==> config.mk <==
export PLATFORM = sky130hd
export DESIGN_NAME = sram_periph_responder
export DESIGN_NICKNAME = d
export VERILOG_FILES = /design/src/rtl/sram_periph_responder.sv
export SDC_FILE = /design/constraint.sdc
export NUM_CORES = 1
export LEC_CHECK = 0
export BUFFER_PORTS_ARGS = -buffer_cell sky130_fd_sc_hd__buf_2
export CAP_MARGIN = 10
export CORE_MARGIN = 2
export CORE_UTILIZATION = 55
export DETAILED_ROUTE_END_ITERATION = 10
export PLACE_DENSITY = 0.78
export SLEW_MARGIN = 20
export SYNTH_ARGS = -nofsm -noshare
export SYNTH_HDL_FRONTEND = slang
export SYNTH_SLANG_ARGS = --single-unit
export TNS_END_PERCENT = 30
==> constraint.sdc <==
create_clock -name clk -period 3.66 [get_ports clk]
set_clock_uncertainty 0.15 [all_clocks]
set_input_delay 0 -clock clk [delete_from_list [all_inputs] [get_ports clk]]
set_output_delay 0 -clock clk [all_outputs]
set_load 0.005 [all_outputs]
==> src/rtl/sram_periph_responder.sv <==
// Peripheral responder on the CPU's SRAM-style data port: LED/switch, timer with
// compare interrupt, scratch register and a byte TX FIFO. Read data is registered.
module sram_periph_responder #(
   parameter logic [31:0] BASE       = 32'h1FAF_0000,
   parameter int unsigned FIFO_DEPTH = 4
) (
   input  logic        clk,
   input  logic        rst,
   input  logic        en,
   input  logic [3:0]  wen,
   input  logic [31:0] addr,
   input  logic [31:0] wdata,
   output logic [31:0] rdata,
   input  logic [15:0] switch_in,
   output logic [15:0] led_out,
   output logic        timer_irq,
   output logic        tx_valid,
   output logic [7:0]  tx_data,
   input  logic        tx_ready
);

   localparam int unsigned PTR_W = (FIFO_DEPTH > 1) ? $clog2(FIFO_DEPTH) : 1;
   localparam int unsigned CNT_W = PTR_W + 1;
   localparam logic [CNT_W-1:0] DEPTH_C = CNT_W'(FIFO_DEPTH);

   localparam logic [15:0] OFF_LED     = 16'h0000;
   localparam logic [15:0] OFF_SWITCH  = 16'h0004;
   localparam logic [15:0] OFF_TIMER   = 16'h0008;
   localparam logic [15:0] OFF_COMPARE = 16'h000C;
   localparam logic [15:0] OFF_STATUS  = 16'h0010;
   localparam logic [15:0] OFF_TXDATA  = 16'h0014;
   localparam logic [15:0] OFF_SCRATCH = 16'h0018;

   function automatic logic [31:0] merge_bytes(input logic [31:0] old_v,
                                               input logic [31:0] new_v,
                                               input logic [3:0]  be);
      logic [31:0] res;
      for (int i = 0; i < 4; i++) begin
         res[8*i +: 8] = be[i] ? new_v[8*i +: 8] : old_v[8*i +: 8];
      end
      return res;
   endfunction

   logic [31:0]      rdata_q, rdata_d;
   logic [15:0]      led_q, led_d;
   logic [31:0]      timer_q, timer_d;
   logic [31:0]      compare_q, compare_d;
   logic [31:0]      scratch_q, scratch_d;
   logic             irq_q, irq_d;
   logic             ovf_q, ovf_d;
   logic [7:0]       fifo_q [FIFO_DEPTH];
   logic [7:0]       fifo_d [FIFO_DEPTH];
   logic [PTR_W-1:0] wr_ptr_q, wr_ptr_d;
   logic [PTR_W-1:0] rd_ptr_q, rd_ptr_d;
   logic [CNT_W-1:0] count_q, count_d;

   logic        hit, rd_hit, wr_hit, rd_miss;
   logic [15:0] offset;
   logic        wr_led, wr_timer, wr_compare, wr_status, wr_txdata, wr_scratch;
   logic        fifo_empty, fifo_full, push_req, push, pop;
   logic        irq_clr, ovf_clr;
   logic [31:0] status_word, rd_mux;
   logic        unused_addr;

   assign unused_addr = ^addr[1:0];

   assign hit     = en && (addr[31:16] == BASE[31:16]);
   assign offset  = {addr[15:2], 2'b00};
   assign rd_hit  = hit && (wen == 4'b0000);
   assign wr_hit  = hit && (wen != 4'b0000);
   assign rd_miss = en && !hit && (wen == 4'b0000);

   assign wr_led     = wr_hit && (offset == OFF_LED);
   assign wr_timer   = wr_hit && (offset == OFF_TIMER);
   assign wr_compare = wr_hit && (offset == OFF_COMPARE);
   assign wr_status  = wr_hit && (offset == OFF_STATUS);
   assign wr_txdata  = wr_hit && (offset == OFF_TXDATA);
   assign wr_scratch = wr_hit && (offset == OFF_SCRATCH);

   assign fifo_empty = (count_q == '0);
   assign fifo_full  = (count_q == DEPTH_C);
   assign pop        = !fifo_empty && tx_ready;
   assign push_req   = wr_txdata && wen[0];
   // A full FIFO still takes a push when the head leaves in the same cycle.
   assign push       = push_req && (!fifo_full || pop);

   assign irq_clr = wr_compare || (wr_status && wen[0] && wdata[0]);
   assign ovf_clr = wr_status && wen[0] && wdata[1];

   assign status_word = {16'h0000, 8'(count_q), 4'h0, fifo_full, fifo_empty, ovf_q, irq_q};

   always_comb begin
      // NOTE: every always_comb output gets a default first so no path infers a latch.
      rd_mux = 32'h0000_0000;
      case (offset)
         OFF_LED:     rd_mux = {16'h0000, led_q};
         OFF_SWITCH:  rd_mux = {16'h0000, switch_in};
         OFF_TIMER:   rd_mux = timer_q;
         OFF_COMPARE: rd_mux = compare_q;
         OFF_STATUS:  rd_mux = status_word;
         OFF_SCRATCH: rd_mux = scratch_q;
         default:     rd_mux = 32'h0000_0000;
      endcase
   end

   always_comb begin
      rdata_d   = rdata_q;
      led_d     = led_q;
      compare_d = compare_q;
      scratch_d = scratch_q;
      irq_d     = irq_q;
      ovf_d     = ovf_q;
      fifo_d    = fifo_q;
      wr_ptr_d  = wr_ptr_q;
      rd_ptr_d  = rd_ptr_q;
      count_d   = count_q;

      if (rd_hit) begin
         rdata_d = rd_mux;
      end else if (rd_miss) begin
         rdata_d = 32'h0000_0000;
      end

      if (wr_led) begin
         led_d[7:0]  = wen[0] ? wdata[7:0]  : led_q[7:0];
         led_d[15:8] = wen[1] ? wdata[15:8] : led_q[15:8];
      end

      timer_d = wr_timer ? merge_bytes(timer_q, wdata, wen) : timer_q + 32'd1;

      if (wr_compare) compare_d = merge_bytes(compare_q, wdata, wen);
      if (wr_scratch) scratch_d = merge_bytes(scratch_q, wdata, wen);

      // Clearing wins over a match in the same cycle.
      if (irq_clr) begin
         irq_d = 1'b0;
      end else if (timer_q == compare_q) begin
         irq_d = 1'b1;
      end

      if (ovf_clr) begin
         ovf_d = 1'b0;
      end else if (push_req && !push) begin
         ovf_d = 1'b1;
      end

      if (push) begin
         fifo_d[wr_ptr_q] = wdata[7:0];
         wr_ptr_d         = wr_ptr_q + PTR_W'(1);
      end
      if (pop) begin
         rd_ptr_d = rd_ptr_q + PTR_W'(1);
      end
      if (push && !pop) begin
         count_d = count_q + CNT_W'(1);
      end else if (pop && !push) begin
         count_d = count_q - CNT_W'(1);
      end
   end

   // NOTE: sequential state uses non-blocking assignments only, so every flop
   // samples the pre-edge values regardless of statement order.
   always_ff @(posedge clk) begin
      if (rst) begin
         rdata_q   <= '0;
         led_q     <= '0;
         timer_q   <= '0;
         compare_q <= 32'hFFFF_FFFF;
         scratch_q <= '0;
         irq_q     <= 1'b0;
         ovf_q     <= 1'b0;
         wr_ptr_q  <= '0;
         rd_ptr_q  <= '0;
         count_q   <= '0;
         // NOTE: the FIFO storage is reset on purpose: tx_data must read 0 after
         // reset, and the array is only a handful of bytes.
         for (int i = 0; i < FIFO_DEPTH; i++) begin
            fifo_q[i] <= '0;
         end
      end else begin
         rdata_q   <= rdata_d;
         led_q     <= led_d;
         timer_q   <= timer_d;
         compare_q <= compare_d;
         scratch_q <= scratch_d;
         irq_q     <= irq_d;
         ovf_q     <= ovf_d;
         wr_ptr_q  <= wr_ptr_d;
         rd_ptr_q  <= rd_ptr_d;
         count_q   <= count_d;
         fifo_q    <= fifo_d;
      end
   end

   assign rdata     = rdata_q;
   assign led_out   = led_q;
   assign timer_irq = irq_q;
   assign tx_valid  = !fifo_empty;
   assign tx_data   = fifo_q[rd_ptr_q];

endmodule

==> After elaboration in Yosys (flattened, before gate mapping) <==
Index checks and enable logic that the tools add are counted.
{ "totals": {"register_bits": 185, "latch_bits": 0, "mem_bits_rw": 0, "romBits": 0, "input_bits": 88, "memories": 0} }
{ "op_classes": {"addsub": 5, "multipliers": 0, "div_mod_pow": 0, "n_lt_le_gt_ge": 3, "n_eq_ne": 13, "shift": 0, "n_mux": 16, "bitwise": 2, "reduce_logical": 46} }
{ "op_table": {"columns": ["operator", "n"], "rows": [
  ["case mux 32 bit (6 select lines)", 1],
  ["two-way mux 32 bit", 3],
  ["two-way mux 8 bit", 7],
  ["equality test 14 x 3 -> 1 bit, second input constant", 3],
  ["adder 32 x 1 -> 32 bit, second input constant", 1],
  ["bitwise mux 32 bit", 1],
  ["equality test 32 bit", 1],
  ["equality test 14 x 2 -> 1 bit, second input constant", 2],
  ["logical AND 1 bit", 21],
  ["AND reduction 2 bit", 10],
  ["binary-select mux 8 bit (select 2 bit)", 1],
  ["demux 8 bit (select 2 bit)", 1],
  ["equality test 16 x 13 -> 1 bit, second input constant", 1],
  ["zero test 16 bit", 1],
  ["equality test 14 x 1 -> 1 bit, second input constant", 1],
  ["!= test 2 bit, second input constant", 4],
  ["greater-or-equal comparator 3 bit, second input constant", 2],
  ["two-way mux 3 bit", 2],
  ["NOT 2 -> 3 bit", 2],
  ["zero test 1 bit", 5],
  ["adder 2 x 1 -> 2 bit, second input constant", 2],
  ["zero test 4 bit", 1],
  ["nonzero test 2 bit", 2],
  ["nonzero test 4 bit", 1],
  ["other kinds (7)", 9]
]} }

==> Depth between registers and ports, before layout <==
{ "logic_depth": {"word_depth": 10, "mapped_depth": 11} }

==> Worst setup path after synthesis <==
Ideal clock, no wire load.
{ "synth_timing": {"kind": "input -> register", "startpoint": "in addr[13]", "endpoint": "reg count_q[2]", "arrival_ns": 2.336, "required_ns": 3.440, "slack_ns": 1.103, "cell_stages": 10, "path_buffers": 1, "path_cell_list": "or4_4 > buf_6 > nor4_1 > and4b_1 > ha_1 > inv_1 > fa_1 > xor2_1 > or3_1 > a21oi_1"} }
{ "synth_via": {"elab_chain_cells": 7, "elab_cells_between_ends": 9, "cone_classes": "eq/ne: 1; mux: 1; reduce/logical: 7"} }
{ "synth_rtl": {"columns": ["item", "line_no", "source"], "rows": [
  ["from (decl)", "11", "input logic [31:0] addr,"],
  ["equality test 14 x 3 -> 1 bit *", "77", "assign wr_txdata = wr_hit && (offset == OFF_TXDATA);"],
  ["logical AND 1 bit *", "77", null],
  ["logical AND 1 bit *", "83", "assign push_req = wr_txdata && wen[0];"],
  ["logical AND 1 bit *", "85", "assign push = push_req && (!fifo_full || pop);"],
  ["named net push", "60", "logic fifo_empty, fifo_full, push_req, push, pop;"],
  ["zero test 1 bit", "156", "end else if (pop && !push) begin"],
  ["logical AND 1 bit", "156", null],
  ["nonzero test 2 bit (no line)", null, null],
  ["to (signal assigned)", "190", "count_q <= count_d;"],
  ["to (decl)", "55", "logic [CNT_W-1:0] count_q, count_d;"]
]} }
Mark *: on every way through the listed nets, which the timed path passes. The rest lies on a longest branch.
A chain may end at the register's enable or synchronous reset.

==> Worst setup path after layout <==
{ "layout_timing": {"startpoint": "in wen[1]", "endpoint": "reg rdata_q[6], in the netlist rdata[6]"} }
{ "layout_via": {"elab_chain_cells": 3, "elab_cells_between_ends": 5, "cone_classes": "mux: 1; reduce/logical: 4"} }
{ "layout_rtl": {"columns": ["item", "line_no", "source"], "rows": [
  ["from (decl)", "10", "input logic [3:0] wen,"],
  ["zero test 4 bit *", "69, 71", null],
  ["logical AND 1 bit, on equally long branches", "69, 71", null],
  ["two-way mux 32 bit / nonzero test 2 bit (equally long branches)", null, null],
  ["to (signal assigned)", "181", "rdata_q <= rdata_d;"],
  ["to (decl)", "44", "logic [31:0] rdata_q, rdata_d;"]
]} }
Every way passes the cells marked *; elsewhere a longest branch is shown, timed or not.

==> run metrics <==
Initial Util ~56%; CTS buffer count 17; top cell family by delay on the critical path buffers and inverters; CP max stage cell a211o_1; Setup crit end kind register; most used cell, CP dlygate4sd3_1; max-slew violations 0; max layer used met4; met3 WL 2764 um; fillers 1294; net count reported at finish roughly 1400; max_cap viols 0; via count 9372; WL/cell roughly 19 um; Netlist cell types 65; length of routed met2 wiring 13640 um; Antenna Nets Post-Route 0; First-pass DRT Iterations 5; fin worst setup slack about 0.26 ns; Port Buffers around 140; final worst-path cycle share approximately 93%; Mapped Nets between 1000 and 1500; Area Growth Syn to Fin 22.03%; Final TNS setup 0 ns; Syn Std Cell Area 0.009248 mm^2; number of synthesized flops with an enable pin 0; Total Routing Usage GR 32.02%; run status finished, final reports clean; critical path buffer and inverter count 3; post-synthesis sequential area ratio between 40% and 50%; CTS max path bufs 2; Final setup viols 0; CTS clock-pin slew for the worst setup and hold paths 0.07 ns; final hold vios 0; Slew headroom between 30% and 40%; worst slack, placed 0.6933 ns; P_leak around 4.2 nW; largest net degree at the start of global routing between 80 and 90; cts repair resizes 0; Seq. cell area 0.003704 mm^2; ys flop type dfxtp_1; Antenna Cells 0; post-synthesis register bit count ~190; Slew @ Worst Pin between 1 and 1.5 ns; commonest cells after routing, fill and taps aside 212 x nand2_1, 185 x dfxtp_1, 142 x buf_2; clock sinks roughly 190; Startpoint Class input port; clock latency at the later pin of the worst-skew pair roughly 0.44 ns; DIE WIDTH 133.7 um; Synth async-reset ratio 0%; H-tree depth 4; multi-input logic area approximately 0.0051 mm^2; Core Rows 47; CTS tree built; critical path arrival between 3 and 4 ns; min-delay worst type in -> reg; P per Cell Area between 300 and 400 mW/mm^2; core region area about 0.017 mm^2; routed wire length 29120 um; WS Path Type in -> reg; post-layout util about two thirds; synthesized area per cell between 8 and 9 um^2; CP required slightly below 4 ns; Routability Congestion 0.9317; I/O pin total about 150; fin crit period 3.397 ns; vias in the first global route 8720; Via density 6.194; DRC 0; Worst path max stage delay slightly below 0.7 ns; dpl hpwl about 19000 um; crit-path cells dlygate4sd3_1 -> buf_2 -> or4_1 -> nor4_1 -> nand2_1 -> a211o_1 -> o21ai_1 -> dlygate4sd3_1; Mapped Cells roughly 1100; commonest non-fill, non-tap cell in the layout nand2_1; FMAX between 200 and 300 MHz; first-pass GRT wire length 44980 um; DR iter-0 viols 1184; CP max FO 25; wl on met1 about 12000 um; Synth Warn # 0; CTS root buffer clkbuf_16; final instance area between 0.01 and 0.015 mm^2; layout cell share with drive strength beyond 1 approximately 18%; Die Y-Extent 133.7 um; total grt overflow 0; RSZ-0062 raised after global routing no; die footprint 0.01787 mm^2; initial antenna violation count 0; area of placed instances ~0.01 mm^2; VDD IR max approximately 0.35 mV
==> where the power goes <==
part	total, W	internal (W)	switching (W)
sequential	0.00202	0.00201	0.00000515
clock	0.00189	0.00105	0.000836
combinational	0.000241	0.000103	0.000138
==> cell families (layout without fill, tap and decap cells) <==
kind of cell	after synthesis	in the layout	share of synthesized area (%)
xor gates and xnor gates	37	37	3.504
AOI/OAI and AO/OA	222	222	14.34
and+or+nand+nor	472	472	24.79
buffers and inverters	107	276	4.993
adders and majority gates	7	7	1.028
muxes	94	94	11.30
DFF	185	185	40.05
==> through the flow <==
stage	power, W	cells	hold WS (ns)
floorplan	0.002160	1124	-0.02585
CTS	0.004145	1513	0.04054
finish	0.004146	1513	0.05949
detailed placement	0.002251	1413	0.09910
global placement	0.002250	1413	0.09993
global route	0.004239	1513	0.07643
==> sequential cells by signal, summed over array words and instances (netlist names) <==
register and flops:
wr_ptr_q 2, rdata 32, timer_irq 1, compare_q 32, ovf_q 1, fifo_q 32
led_out 16, count_q 3, scratch_q 32, timer_q 32, rd_ptr_q 2
==> worst min-delay path, stage by stage <==
cell and delay (ns):
buf_2 0.07, or4_4 0.16, nor4_2 0.09, nand3_1 0.13, mux2i_1 0.09, nand2_1 0.06
==> final cells by class <==
| type | count | area share, % |
|---|---|---|
| multi-input cells | 832 | 45.23 |
| flip-flops and latches | 185 | 32.82 |
| repair buffers | 232 | 13.82 |
| clock buffers | 19 | 4.014 |
| well taps | 220 | 2.439 |
| clock inverters | 12 | 1.253 |
| inverters | 13 | 0.4324 |
==> cells in the mapped netlist, types with 6 or more instances <==
cell type	instances	area (um^2)
buf_4	8	60.06
nor2_1	69	259.0
ha_1	6	75.07
nor3b_1	6	45.04
dfxtp_1	185	3704
o21ai_0	34	170.2
or3_1	13	81.33
mux2i_1	83	830.8
clkbuf_1	70	262.8
a21oi_1	88	440.4
a221oi_1	15	131.4
nand2_1	212	795.8
inv_1	13	48.80
xnor2_1	33	289.0
mux4_2	8	180.2
nor4_1	9	56.30
nor3_1	18	90.09
and3_1	14	87.58
nand3_1	64	320.3
a31oi_1	32	200.2
o211ai_1	18	135.1
buf_2	12	60.06
nand4_1	18	112.6
o21ai_1	14	70.07
==> path summary, 6_finish.rpt <==
path              cells past startpoint           end  slack [ns]        from
setup reg to reg                      8      rdata[2]        0.93  timer_q[2]
hold reg to reg                       2     rdata[12]        0.30   rdata[12]
hold / removal                        6  compare_q[0]        0.06    addr[13]
setup / recovery                      8      rdata[6]        0.26      wen[1]
==> per-layer routing <==
| layer | vias to the layer above | global-route usage (%) |
|---|---|---|
| met5 | - | 0 |
| met4 | 0 | 16.25 |
| met3 | 110 | 7.230 |
| met2 | 565 | 52.52 |
| met1 | 4389 | 39.64 |
| li1 | 4308 | - |
==> what timing repair did <==
| action | CTS | global route |
|---|---|---|
| hold endpoints to repair | 169 | 0 |
| buffers inserted | 0 | 0 |
| hold buffers | 69 | 0 |
No activity file was read; power rests on OpenSTA's default activity.
